===== config.mk =====
export PLATFORM = sky130hd
export DESIGN_NAME = mem_arbiter
export DESIGN_NICKNAME = d
export VERILOG_FILES = /design/src/rtl/mem_arbiter.sv
export SDC_FILE = /design/constraint.sdc
export NUM_CORES = 1
export LEC_CHECK = 0
export ABC_AREA = 1
export CAP_MARGIN = 10
export CELL_PAD_IN_SITES_DETAIL_PLACEMENT = 0
export CELL_PAD_IN_SITES_GLOBAL_PLACEMENT = 2
export CORE_ASPECT_RATIO = 1.75
export CORE_MARGIN = 2
export CORE_UTILIZATION = 33
export DETAILED_ROUTE_END_ITERATION = 10
export DONT_BUFFER_PORTS = 1
export GPL_ROUTABILITY_DRIVEN = 0
export PLACE_DENSITY = 0.84
export SYNTH_ARGS = -nofsm -noshare
export SYNTH_HDL_FRONTEND = slang
export SYNTH_SLANG_ARGS = --single-unit

===== constraint.sdc =====
create_clock -name clk -period 1.7 [get_ports clk]
set_input_delay 0.085 -clock clk [delete_from_list [all_inputs] [get_ports clk]]
set_output_delay 0.085 -clock clk [all_outputs]
set_load 0.1 [all_outputs]

===== src/rtl/mem_arbiter.sv =====
// mem_arbiter: two-port arbiter and LE-strobe sequencer for the 64 KiB x 8
// main memory. Port 0 is the CPU, port 1 the loader/DMA. Every output is
// registered; the Datos tri-state buffer is steered by mem_oe.
// Build option: define MEM_ARB_RR_EN for round-robin arbitration. Without it,
// port 0 has fixed priority and no pointer register exists.
module mem_arbiter #(
  parameter int AW = 16,
  parameter int DW = 8
) (
  input  logic          clk,
  input  logic          reset,
  input  logic          req0,
  input  logic          req1,
  input  logic          we0,
  input  logic          we1,
  input  logic [AW-1:0] addr0,
  input  logic [AW-1:0] addr1,
  input  logic [DW-1:0] wdata0,
  input  logic [DW-1:0] wdata1,
  output logic          ack0,
  output logic          ack1,
  output logic [DW-1:0] rdata,
  output logic          busy,
  output logic [AW-1:0] mem_addr,
  output logic          mem_le,
  output logic [DW-1:0] mem_dout,
  output logic          mem_oe,
  input  logic [DW-1:0] mem_din
);

  typedef enum logic [2:0] {
    S_IDLE,
    S_RD,
    S_WR_SET,
    S_WR_STB,
    S_WR_HLD,
    S_ACK
  } state_t;

  state_t        state_q;
  logic          gnt_q;
  logic          ack0_q;
  logic          ack1_q;
  logic          busy_q;
  logic          mem_le_q;
  logic          mem_oe_q;
  logic [AW-1:0] mem_addr_q;
  logic [DW-1:0] mem_dout_q;
  logic [DW-1:0] rdata_q;

  logic          win_d;
  logic          sel_we;
  logic [AW-1:0] sel_addr;
  logic [DW-1:0] sel_wdata;

`ifdef MEM_ARB_RR_EN
  logic rr_q;

  // Pointer toggles on every grant, whichever port was granted.
  always_ff @(posedge clk) begin
    if (reset) begin
      rr_q <= 1'b0;
    end else if (state_q == S_IDLE && (req0 || req1)) begin
      rr_q <= ~rr_q;
    end
  end
`endif

  // Pick the winner among pending requests and mux its transaction fields.
  always_comb begin
    win_d = req1;
    if (req0 && req1) begin
`ifdef MEM_ARB_RR_EN
      win_d = rr_q;
`else
      win_d = 1'b0;
`endif
    end
    sel_we    = win_d ? we1    : we0;
    sel_addr  = win_d ? addr1  : addr0;
    sel_wdata = win_d ? wdata1 : wdata0;
  end

  // Transaction sequencer with registered memory-side and handshake outputs.
  always_ff @(posedge clk) begin
    if (reset) begin
      state_q    <= S_IDLE;
      gnt_q      <= 1'b0;
      ack0_q     <= 1'b0;
      ack1_q     <= 1'b0;
      busy_q     <= 1'b0;
      mem_le_q   <= 1'b1;
      mem_oe_q   <= 1'b0;
      mem_addr_q <= '0;
      mem_dout_q <= '0;
      rdata_q    <= '0;
    end else begin
      ack0_q <= 1'b0;
      ack1_q <= 1'b0;
      case (state_q)
        S_IDLE: begin
          if (req0 || req1) begin
            gnt_q      <= win_d;
            mem_addr_q <= sel_addr;
            busy_q     <= 1'b1;
            if (sel_we) begin
              mem_dout_q <= sel_wdata;
              mem_oe_q   <= 1'b1;
              state_q    <= S_WR_SET;
            end else begin
              state_q    <= S_RD;
            end
          end
        end
        S_RD: begin
          rdata_q <= mem_din;
          ack0_q  <= ~gnt_q;
          ack1_q  <= gnt_q;
          state_q <= S_ACK;
        end
        S_WR_SET: begin
          mem_le_q <= 1'b0;
          state_q  <= S_WR_STB;
        end
        S_WR_STB: begin
          mem_le_q <= 1'b1;
          state_q  <= S_WR_HLD;
        end
        S_WR_HLD: begin
          mem_oe_q <= 1'b0;
          ack0_q   <= ~gnt_q;
          ack1_q   <= gnt_q;
          state_q  <= S_ACK;
        end
        S_ACK: begin
          busy_q  <= 1'b0;
          state_q <= S_IDLE;
        end
        default: begin
          busy_q   <= 1'b0;
          mem_le_q <= 1'b1;
          mem_oe_q <= 1'b0;
          state_q  <= S_IDLE;
        end
      endcase
    end
  end

  assign ack0     = ack0_q;
  assign ack1     = ack1_q;
  assign busy     = busy_q;
  assign rdata    = rdata_q;
  assign mem_addr = mem_addr_q;
  assign mem_le   = mem_le_q;
  assign mem_oe   = mem_oe_q;
  assign mem_dout = mem_dout_q;

endmodule


==> flow_summary.json <==
{
  "core_area_um2": 5590,
  "p_sw_w": 0.00347,
  "cp_slowest_cell": "dlygate4sd3_1",
  "worst-r2r-setup-slack_ns": 0.11,
  "ioPinCount": 99,
  "diodes": 0,
  "wire_per_inst_um": 12.7,
  "fin_worst_skew_ns": 0.00593,
  "tritoncts": "done",
  "powerDensity_nw_per_um2": 2390,
  "clkTransAtPathRegs_ns": 0.08,
  "cp.required_ns": 1.94,
  "die_area_um2": 6430,
  "syn_area_per_cell_um2": 6.64,
  "cap_violations": 0,
  "routed_via_density": 4.63,
  "ys_warn_count": 0,
  "grt_setup_unrepaired": "false",
  "switching_share_pct": 59.2,
  "clock_sinks": 41,
  "critPathArrivalTime_ns": 1.83,
  "fmax_mhz": 630,
  "worst_pin_slew_ns": 0.577,
  "via_count": 1888,
  "cp-start-kind": "register",
  "crit_chain": "inv_1 > nor2_4 > buf_6 > nand3_1 > a21oi_1 > dlygate4sd3_1",
  "synth_cells": 287,
  "p_seq_share_pct": 25.1,
  "ys_ff_latch": 41,
  "hold_violations": 0,
  "cts_setup_buffers": 0,
  "area_delta_synth_final_pct": 28.8,
  "finalNetCount": 393,
  "synth_seq_area_share_pct": 43.0,
  "design_area_um2": 2460,
  "die_x_um": 61.5,
  "p_total_w": 0.00587,
  "rows": 36,
  "dr.first_iter.drc_count": 44,
  "die_height_um": 105,
  "slew_headroom_pct": 61.5,
  "synth.net_count": 349,
  "min_path_type": "in -> reg",
  "slowest_delay_ns": 0.55,
  "synth.distinct_cells": 21,
  "holdWs_ns": 0.0176,
  "crit_type": "reg -> reg",
  "fin_crit_ns": 1.59,
  "start_util_pct": 34.1,
  "cts.path.max_buffers": 2,
  "place_area_um2": 2240,
  "grt_overflow_total": 0,
  "numCtsBuffers": 5,
  "grt_pass1_wl_mm": 8.30,
  "setup_viol": 0,
  "netlist_area_um2": 1910,
  "grt_usage_pct": 16.7,
  "fill_cells": 630,
  "setup.worst_path.end_class": "register",
  "p_comb_share_pct": 63.1,
  "worst_skew_pair.late_latency_ns": 0.29,
  "slew_viol_final": 0,
  "grt_pass1_vias": 1862,
  "h-tree-depth": 2,
  "drive_above_1_share_pct": 18.4,
  "antenna_found_initial": 0,
  "cts-root-buf": "clkbuf_8",
  "vdd_drop_max_uv": 909,
  "grt_max_degree": 29,
  "port-buffer-count": 0,
  "tns_ns": 0,
  "final_antenna_net_count": 0,
  "leakagePower_nw": 1.22,
  "fin_crit_sh_pct": 93.4,
  "status": "finished, final reports clean",
  "place_hpwl_mm": 3.70,
  "route.detailed.drc": 0,
  "wl_mm": 5.18,
  "firstDrtPassIters": 4,
  "power.share.clock_pct": 11.9,
  "worstPathMaxFanout": 9,
  "internal_power_w": 0.00240
}
-- cells in the final DEF, fill, tap and decap left out --
| cell | count |
|---|---|
| nand2_1 | 82 |
| nor2_1 | 56 |
| dfxtp_1 | 41 |
| buf_4 | 40 |
| nand3_1 | 36 |
| o21ai_0 | 18 |
| inv_1 | 14 |
| a21oi_1 | 12 |
| dlygate4sd3_1 | 10 |
| clkbuf_8 | 7 |
| nor2_4 | 3 |
| nand2_4 | 3 |
| inv_2 | 2 |
| nand2_2 | 2 |
| nor2_8 | 1 |
| inv_4 | 1 |
| o21ai_1 | 1 |
| nand3b_1 | 1 |
| clkinv_2 | 1 |
| buf_6 | 1 |
-- synth_stat cells (all sizes together) --
cell    count  area share [%]
nand3b      1            0.39
inv        17             3.5
a21oi      12             3.1
dfxtp      41              43
buf         9             2.6
clkbuf      5            0.98
nand3      36             9.4
nor2       60              14
nand2      87              18
o21ai      19             5.0
-- flip-flops by register name (all words and copies together), names as in the netlist --
register / flops
mem_oe: 1
gnt_q: 1
mem_le: 1
rdata: 8
mem_dout: 8
ack0: 1
mem_addr: 16
state_q: 3
ack1: 1
busy: 1
-- worst max-delay path: cells and delay by family, from the launching register on --
| kind | cells | cell delay [ns] |
|---|---|---|
| buf+inv | 3 | 0.82 |
| flops | 1 | 0.38 |
| simple gates | 2 | 0.20 |
| compound gates | 1 | 0.14 |
-- per-stage QoR --
| stage | instances | setup WS [ns] | utilization (%) |
|---|---|---|---|
| CTS | 408 | 0.0575 | 43.7 |
| global route | 408 | 0.0217 | 44.0 |
| detailed placement | 390 | 0.347 | 40.1 |
| floorplan | 287 | 0.415 | - |
| finish | 408 | 0.112 | 44.0 |
| global placement | 390 | 0.369 | 40.1 |
-- path summary, 6_finish.rpt --
| kind | start | to | depth (start not counted) |
|---|---|---|---|
| worst max-delay path | state_q[0]$_SDFFE_PP0P_ | rdata[0]$_SDFFE_PP0P_ | 6 |
| worst min register to register | gnt_q$_SDFFE_PP0P_ | ack1$_SDFF_PP0_ | 2 |
| worst max register to register | state_q[0]$_SDFFE_PP0P_ | rdata[0]$_SDFFE_PP0P_ | 6 |
| worst min-delay path | addr0[2] | mem_addr[2]$_SDFFE_PP0P_ | 4 |
-- power groups by stage --
| stage | Clock (W) | Combinational (W) | Sequential, W |
|---|---|---|---|
| 2_1_floorplan | 0 | 0.000920 | 0.00355 |
| 3_3_place_gp | 0 | 0.00366 | 0.00148 |
| 3_5_place_dp | 0 | 0.00368 | 0.00148 |
| 4_1_cts | 0.000724 | 0.00371 | 0.00147 |
| 5_1_grt | 0.000761 | 0.00393 | 0.00151 |
| 6_report | 0.000697 | 0.00370 | 0.00147 |
-- area by class of cell --
type / count / area, um2 / area share (%)
inverter: 17 / 66.3 / 2.70
sequential: 41 / 821 / 33.4
clock buffer: 7 / 96.3 / 3.92
multi-input combinational: 215 / 961 / 39.1
tap: 76 / 95.1 / 3.87
timing repair buffer: 51 / 412 / 16.8
clock inverter: 1 / 5.00 / 0.204
-- layer usage --
metal,global-route usage [%],vias up,wire (um)
li1,-,995,-
met1,18.2,827,2030
met2,30.6,60,2820
met3,2.72,6,249
met4,5.47,0,80
met5,0,-,0
-- cell families after synthesis --
| family | Yosys count | synth area share [%] |
|---|---|---|
| compound gates | 31 | 8.14 |
| buf+inv | 31 | 7.09 |
| flops | 41 | 43.0 |
| simple gates | 184 | 41.7 |
-- timing repair --
item	CTS	global route
hold buffers	10	0
setup endpoints to repair	0	1
endpoints found under the hold margin	11	0
gates resized for setup	0	4
(Power assumes the default switching activity.)
